### config.mk
export PLATFORM = sky130hd
export DESIGN_NAME = at_cmd_uart_tx
export DESIGN_NICKNAME = d
export VERILOG_FILES = /design/src/rtl/bt_pkg.sv /design/src/rtl/uart_tx_byte.sv /design/src/rtl/at_cmd_uart_tx.sv
export SDC_FILE = /design/constraint.sdc
export NUM_CORES = 1
export LEC_CHECK = 0
export BUFFER_PORTS_ARGS = -buffer_cell sky130_fd_sc_hd__buf_2
export CAP_MARGIN = 25
export CORE_AREA = 2 2 123 125
export CTS_CLUSTER_DIAMETER = 150
export CTS_CLUSTER_SIZE = 16
export DETAILED_ROUTE_END_ITERATION = 10
export DIE_AREA = 0 0 125 127
export MAX_ROUTING_LAYER = met4
export PLACE_DENSITY_LB_ADDON = 0.1
export SYNTH_ARGS = -nofsm -noshare
export SYNTH_HDL_FRONTEND = slang
export SYNTH_SLANG_ARGS = --single-unit
### constraint.sdc
create_clock -name clk -period 16.2 [get_ports clk]
set_input_delay 1.62 -clock clk [delete_from_list [all_inputs] [get_ports clk]]
set_output_delay 1.62 -clock clk [all_outputs]
set_load 0.1 [all_outputs]
### src/rtl/bt_pkg.sv
// Shared definitions for the Bluetooth AT-command path (encoder and UART
// transmitter).
//   ASCII_CR   : command terminator byte
//   CMD_BYTES  : bytes in one command buffer
//   CMD_WIDTH  : command buffer width in bits
//   tx_state_t : UART transmitter FSM states
package bt_pkg;

  localparam logic [7:0] ASCII_CR  = 8'h0D;
  localparam int         CMD_BYTES = 18;
  localparam int         CMD_WIDTH = CMD_BYTES * 8;

  typedef enum logic [2:0] {
    IDLE      = 3'd0,
    START_BIT = 3'd1,
    DATA      = 3'd2,
    STOP      = 3'd3,
    FINISH    = 3'd4
  } tx_state_t;

endpackage

### src/rtl/uart_tx_byte.sv
// 8N1 UART byte serializer with a valid/ready byte interface.
//   clk, reset : clock, asynchronous active-high reset
//   valid      : a byte is offered on data
//   data       : byte to send, LSB first
//   ready      : byte slot free this cycle (idle, or last cycle of a stop bit)
//   idle       : FSM is in IDLE
//   tx         : serial line, idle high
//   busy       : a frame sequence is in progress
//   done       : one-cycle pulse after the final stop bit
//
// state     | meaning
// ----------+------------------------------------------------------------
// IDLE      | line high, waiting for valid
// START_BIT | line low for one bit time
// DATA      | eight data bits, LSB first
// STOP      | line high for one bit time; chain next byte or finish
// FINISH    | one cycle, done pulse
module uart_tx_byte
  import bt_pkg::*;
#(
  parameter int CLKS_PER_BIT = 434
) (
  input  logic       clk,
  input  logic       reset,
  input  logic       valid,
  input  logic [7:0] data,
  output logic       ready,
  output logic       idle,
  output logic       tx,
  output logic       busy,
  output logic       done
);

  localparam int BAUD_W = (CLKS_PER_BIT > 1) ? $clog2(CLKS_PER_BIT) : 1;
  localparam logic [BAUD_W-1:0] BAUD_LAST = BAUD_W'(CLKS_PER_BIT - 1);

  tx_state_t         state, state_n;
  logic [BAUD_W-1:0] baud_cnt, baud_n;
  logic [2:0]        bit_cnt, bit_n;
  logic [7:0]        shreg, sh_n;
  logic              tx_n;
  logic              baud_end;

  always_ff @(posedge clk or posedge reset) begin
    if (reset) begin
      state    <= IDLE;
      baud_cnt <= '0;
      bit_cnt  <= '0;
      shreg    <= '0;
      tx       <= 1'b1;
    end else begin
      state    <= state_n;
      baud_cnt <= baud_n;
      bit_cnt  <= bit_n;
      shreg    <= sh_n;
      tx       <= tx_n;
    end
  end

  always_comb begin
    baud_end = (baud_cnt == BAUD_LAST);
    state_n  = state;
    baud_n   = baud_end ? '0 : baud_cnt + 1'b1;
    bit_n    = bit_cnt;
    sh_n     = shreg;
    tx_n     = tx;
    ready    = 1'b0;
    case (state)
      IDLE: begin
        ready  = 1'b1;
        baud_n = '0;
        tx_n   = 1'b1;
        if (valid) begin
          state_n = START_BIT;
          sh_n    = data;
          tx_n    = 1'b0;
        end
      end
      START_BIT: begin
        if (baud_end) begin
          state_n = DATA;
          bit_n   = '0;
          tx_n    = shreg[0];
        end
      end
      DATA: begin
        if (baud_end) begin
          if (bit_cnt == 3'd7) begin
            state_n = STOP;
            tx_n    = 1'b1;
          end else begin
            bit_n = bit_cnt + 3'd1;
            sh_n  = shreg >> 1;
            tx_n  = shreg[1];
          end
        end
      end
      STOP: begin
        if (baud_end) begin
          // Next byte's start bit begins on the edge that ends this stop bit.
          ready = 1'b1;
          if (valid) begin
            state_n = START_BIT;
            sh_n    = data;
            tx_n    = 1'b0;
          end else begin
            state_n = FINISH;
            tx_n    = 1'b1;
          end
        end
      end
      FINISH: begin
        state_n = IDLE;
        baud_n  = '0;
        tx_n    = 1'b1;
      end
      default: begin
        state_n = IDLE;
        baud_n  = '0;
        tx_n    = 1'b1;
      end
    endcase
  end

  assign idle = (state == IDLE);
  assign busy = (state == START_BIT) || (state == DATA) || (state == STOP);
  assign done = (state == FINISH);

endmodule

### src/rtl/at_cmd_uart_tx.sv
// Sends a 144-bit AT-command buffer as consecutive 8N1 frames, byte 0 first,
// stopping after the first carriage return or after all 18 bytes.
//   clk, reset : clock, asynchronous active-high reset
//   cmd_data   : command buffer, byte k at [8k+7:8k], sampled on accept
//   start      : transmit request, level-sampled while idle
//   tx         : UART serial output, idle high
//   busy       : transfer in progress
//   done       : one-cycle completion pulse
//   byte_count : bytes fully sent in the current/last transfer
module at_cmd_uart_tx
  import bt_pkg::*;
#(
  parameter int CLKS_PER_BIT = 434
) (
  input  logic                 clk,
  input  logic                 reset,
  input  logic [CMD_WIDTH-1:0] cmd_data,
  input  logic                 start,
  output logic                 tx,
  output logic                 busy,
  output logic                 done,
  output logic [4:0]           byte_count
);

  localparam logic [4:0] LAST_IDX = 5'(CMD_BYTES - 1);
  localparam logic [4:0] FULL_CNT = 5'(CMD_BYTES);

  logic [CMD_WIDTH-1:0] shift_buf;
  logic                 byte_valid, byte_ready, byte_idle;
  logic [7:0]           byte_data;
  logic                 last_byte, byte_end, accept;

  always_comb begin
    // shift_buf[7:0] is the byte currently on the line.
    last_byte  = (shift_buf[7:0] == ASCII_CR) || (byte_count >= LAST_IDX);
    accept     = byte_idle && start;
    byte_end   = byte_ready && !byte_idle;
    byte_valid = byte_idle ? start : !last_byte;
    byte_data  = byte_idle ? cmd_data[7:0] : shift_buf[15:8];
  end

  always_ff @(posedge clk or posedge reset) begin
    if (reset) begin
      shift_buf  <= '0;
      byte_count <= '0;
    end else if (accept) begin
      shift_buf  <= cmd_data;
      byte_count <= '0;
    end else if (byte_end) begin
      if (byte_count != FULL_CNT) byte_count <= byte_count + 5'd1;
      if (!last_byte) shift_buf <= shift_buf >> 8;
    end
  end

  uart_tx_byte #(
    .CLKS_PER_BIT(CLKS_PER_BIT)
  ) u_byte (
    .clk   (clk),
    .reset (reset),
    .valid (byte_valid),
    .data  (byte_data),
    .ready (byte_ready),
    .idle  (byte_idle),
    .tx    (tx),
    .busy  (busy),
    .done  (done)
  );

endmodule

==> results_dict.tcl <==
set metrics [dict create \
    synthToLayoutAreaGrowth_pct 16.7 \
    io_buffers 154 \
    status "finished clean" \
    cts_tree "yes" \
    cts_made_buffers 17 \
    min_path_type "reg2reg" \
    gr-usage-all-layers_pct 25.5 \
    antenna_found_initial 3 \
    drc 0 \
    clock_latency_ns 0.42 \
    first_pass_iters 6 \
    grt_pass1_vias 6368 \
    cpPeakStageDelay_ns 0.57 \
    std_cell_rows 44 \
    drv_cap 0 \
    cts_buffer_depth 2 \
    period_minus_slack_ns 3.48 \
    endpoint_kind "flip-flop" \
    num_vias 6699 \
    routabilityCongestion 0.887 \
    vias_per_cell 5.87 \
    cp_common_cell "buf_16" \
    initial_core_util_pct 54.9 \
    postCtsSetupBuffers 0 \
    overflow 0 \
    ys_types 43 \
    htreeDepth 4 \
    seq_area_frac_synth_pct 54.7 \
    worst_clock_skew_ns 0.00984 \
    drt_iter0_markers 619 \
    fp.dieW_um 125 \
    post_drt_wl_per_cell_um 16.9 \
    crit_path_max_fanout 116 \
    syn_area_per_cell_um2 9.54 \
    synth_area_um2 7920 \
    ant_nets 0 \
    hold_path.startpoint "u_byte.shreg[7]" \
    slowest_stage "or4b_4" \
    maxSlewViolCount 0 \
    cts_root_buf "clkbuf_16" \
    fin_tns_setup_ns 0 \
    syn-instance-count 830 \
    setup_viol 0 \
    clkTransAtPathRegs_ns 0.06 \
    core_area_um2 14400 \
    worstSetupStartpoint "u_byte.baud_cnt[3]" \
    cts-resized-gates 0 \
    slew_headroom_pct 43.3 \
    p_leak_uw 0.00413 \
    final_nets 1096 \
    path_class "reg2reg" \
    layout_commonest_cell "nand2_1" \
    crit_path_start_kind "flip-flop" \
    cp.arrival_ns 3.79 \
    crit_chain "or4b_4 -> nor3_2 -> and3_4 -> buf_16 -> buf_4 -> buf_16 -> nor3_1 -> a21o_1" \
    drive_above_1_share_pct 20.8 \
    rsz0062_at_grt "false" \
    max_freq_ghz 0.287 \
    placed_cells 1106 \
    power_density_nw_per_um2 90.8 \
    final_hold_viol_count 0 \
    fin_cells 1142 \
    dieArea_um2 15900 \
    wl_mm 19.3 \
    final_cell_mix "179 x nand2_1, 172 x dfrtp_1, 154 x buf_2" \
    grt_max_degree 118 \
    clock-sinks 173 \
    cts_hold_buf 0 \
    hpwl_mm 12.7 \
    syn-num-nets 984 \
    peakVddDrop_v 0.0000679 \
    worstMarginPinSlew_ns 0.844 \
    grt_pass1_wl_mm 31.6 \
    r2r-start "u_byte.baud_cnt[3]" \
    min_period_over_period_pct 21.5 \
    ys_warn_count 0 \
    fp.dieH_um 127 \
    ys_ff_latch 173 \
    ioPinCount 155 \
    worstPathRequired_ns 16.51 \
]
[power by group]
group / total, uW / switching, uW / internal, uW / leakage (uW)
clock: 376 / 155 / 221 / 0.000266
sequential: 432 / 0 / 432 / 0.00232
combinational: 30.1 / 16.4 / 13.6 / 0.00154
[cells in the mapped netlist]
master / number / area [um^2]
a211oi_1: 1 / 7.51
a21o_1: 1 / 7.51
a21oi_1: 2 / 10.0
a22o_1: 2 / 17.5
a22oi_1: 121 / 908
a31oi_1: 10 / 62.6
and2_1: 2 / 12.5
and2b_1: 1 / 7.51
and3_1: 2 / 12.5
and3b_1: 2 / 17.5
buf_2: 15 / 75.1
buf_4: 6 / 45.0
buf_6: 8 / 90.1
clkbuf_1: 30 / 113
clkbuf_2: 11 / 55.1
dfrtp_1: 172 / 4300
dfstp_2: 1 / 26.3
ha_1: 7 / 87.6
inv_1: 7 / 26.3
mux2_2: 1 / 11.3
mux2i_1: 10 / 100
nand2_1: 180 / 676
nand2b_1: 1 / 6.26
nand3_1: 4 / 20.0
nand3b_1: 2 / 15.0
nand4_1: 4 / 25.0
nor2_1: 39 / 146
nor3_1: 10 / 50.1
nor3_2: 1 / 10.0
nor4_1: 2 / 12.5
o21ai_0: 128 / 641
o21ai_1: 16 / 80.1
o22ai_1: 13 / 81.3
o41ai_1: 1 / 8.76
or2_2: 1 / 6.26
or3_1: 1 / 6.26
or3_2: 1 / 7.51
or3b_2: 1 / 8.76
or4_1: 1 / 7.51
or4_2: 1 / 8.76
or4b_4: 1 / 13.8
xnor2_1: 5 / 43.8
xor2_1: 5 / 43.8
[final timing paths]
path	slack, ns	cells after the start	endpoint
min	0.49	1	u_byte.shreg[7]
max	12.72	8	u_byte.shreg[7]
min reg2reg	0.49	1	u_byte.shreg[7]
max in group asynchronous	13.58	4	shift_buf[61]
min in group asynchronous	1.16	2	shift_buf[67]
max reg2reg	12.72	8	u_byte.shreg[7]
[metal layers]
| metal | track usage (%) | wire length, um | vias up |
|---|---|---|---|
| met5 | - | 0 | - |
| met1 | 34.3 | 8560 | 3295 |
| li1 | - | - | 3179 |
| met3 | 5.57 | 1080 | 22 |
| met2 | 39.5 | 9410 | 203 |
| met4 | 8.04 | 280 | 0 |
[per-stage QoR]
step / utilization (%) / area, um^2 / setup slack (ns) / total power (uW) / hold WS (ns)
after floorplan: - / 7920 / 9.89 / 447 / 0.444
after global placement: 59.6 / 8600 / 12.18 / 469 / 0.460
after detailed placement: 60.0 / 8660 / 12.34 / 470 / 0.470
after CTS: 63.8 / 9200 / 12.35 / 845 / 0.487
after global routing: 64.0 / 9240 / 12.55 / 865 / 0.514
final: 64.0 / 9240 / 12.72 / 838 / 0.489
[worst max-delay path: cells and delay by family (launching register included)]
| kind | cells | cell delay (ns) |
|---|---|---|
| DFF | 1 | 0.42 |
| and+or+nand+nor | 4 | 1.46 |
| AOI/OAI and AO/OA | 1 | 0.26 |
| buffers and inverters | 3 | 1.17 |
[state kept, by name, indices dropped and copies added (netlist names)]
signal,count
byte_count,5
shift_buf,144
u_byte.baud_cnt,9
u_byte.bit_cnt,3
u_byte.shreg,8
u_byte.state,3
u_byte.tx,1
[cell families after synthesis]
family	synth area share (%)
buffers and inverters	5.11
muxes	1.41
adders and majority gates	1.11
xor gates and xnor gates	1.11
AOI/OAI and AO/OA	23.0
DFF	54.7
and+or+nand+nor	13.5
[final cells by class]
type	instances	area (um^2)
diodes	3	7.51
clock inverters	1	5.00
well taps	184	230
fillers	1252	5190
inverters	7	31.3
flip-flops and latches	173	4330
repair buffers	163	898
clock buffers	31	538
multi-input cells	580	3200
(Power assumes the default switching activity.)
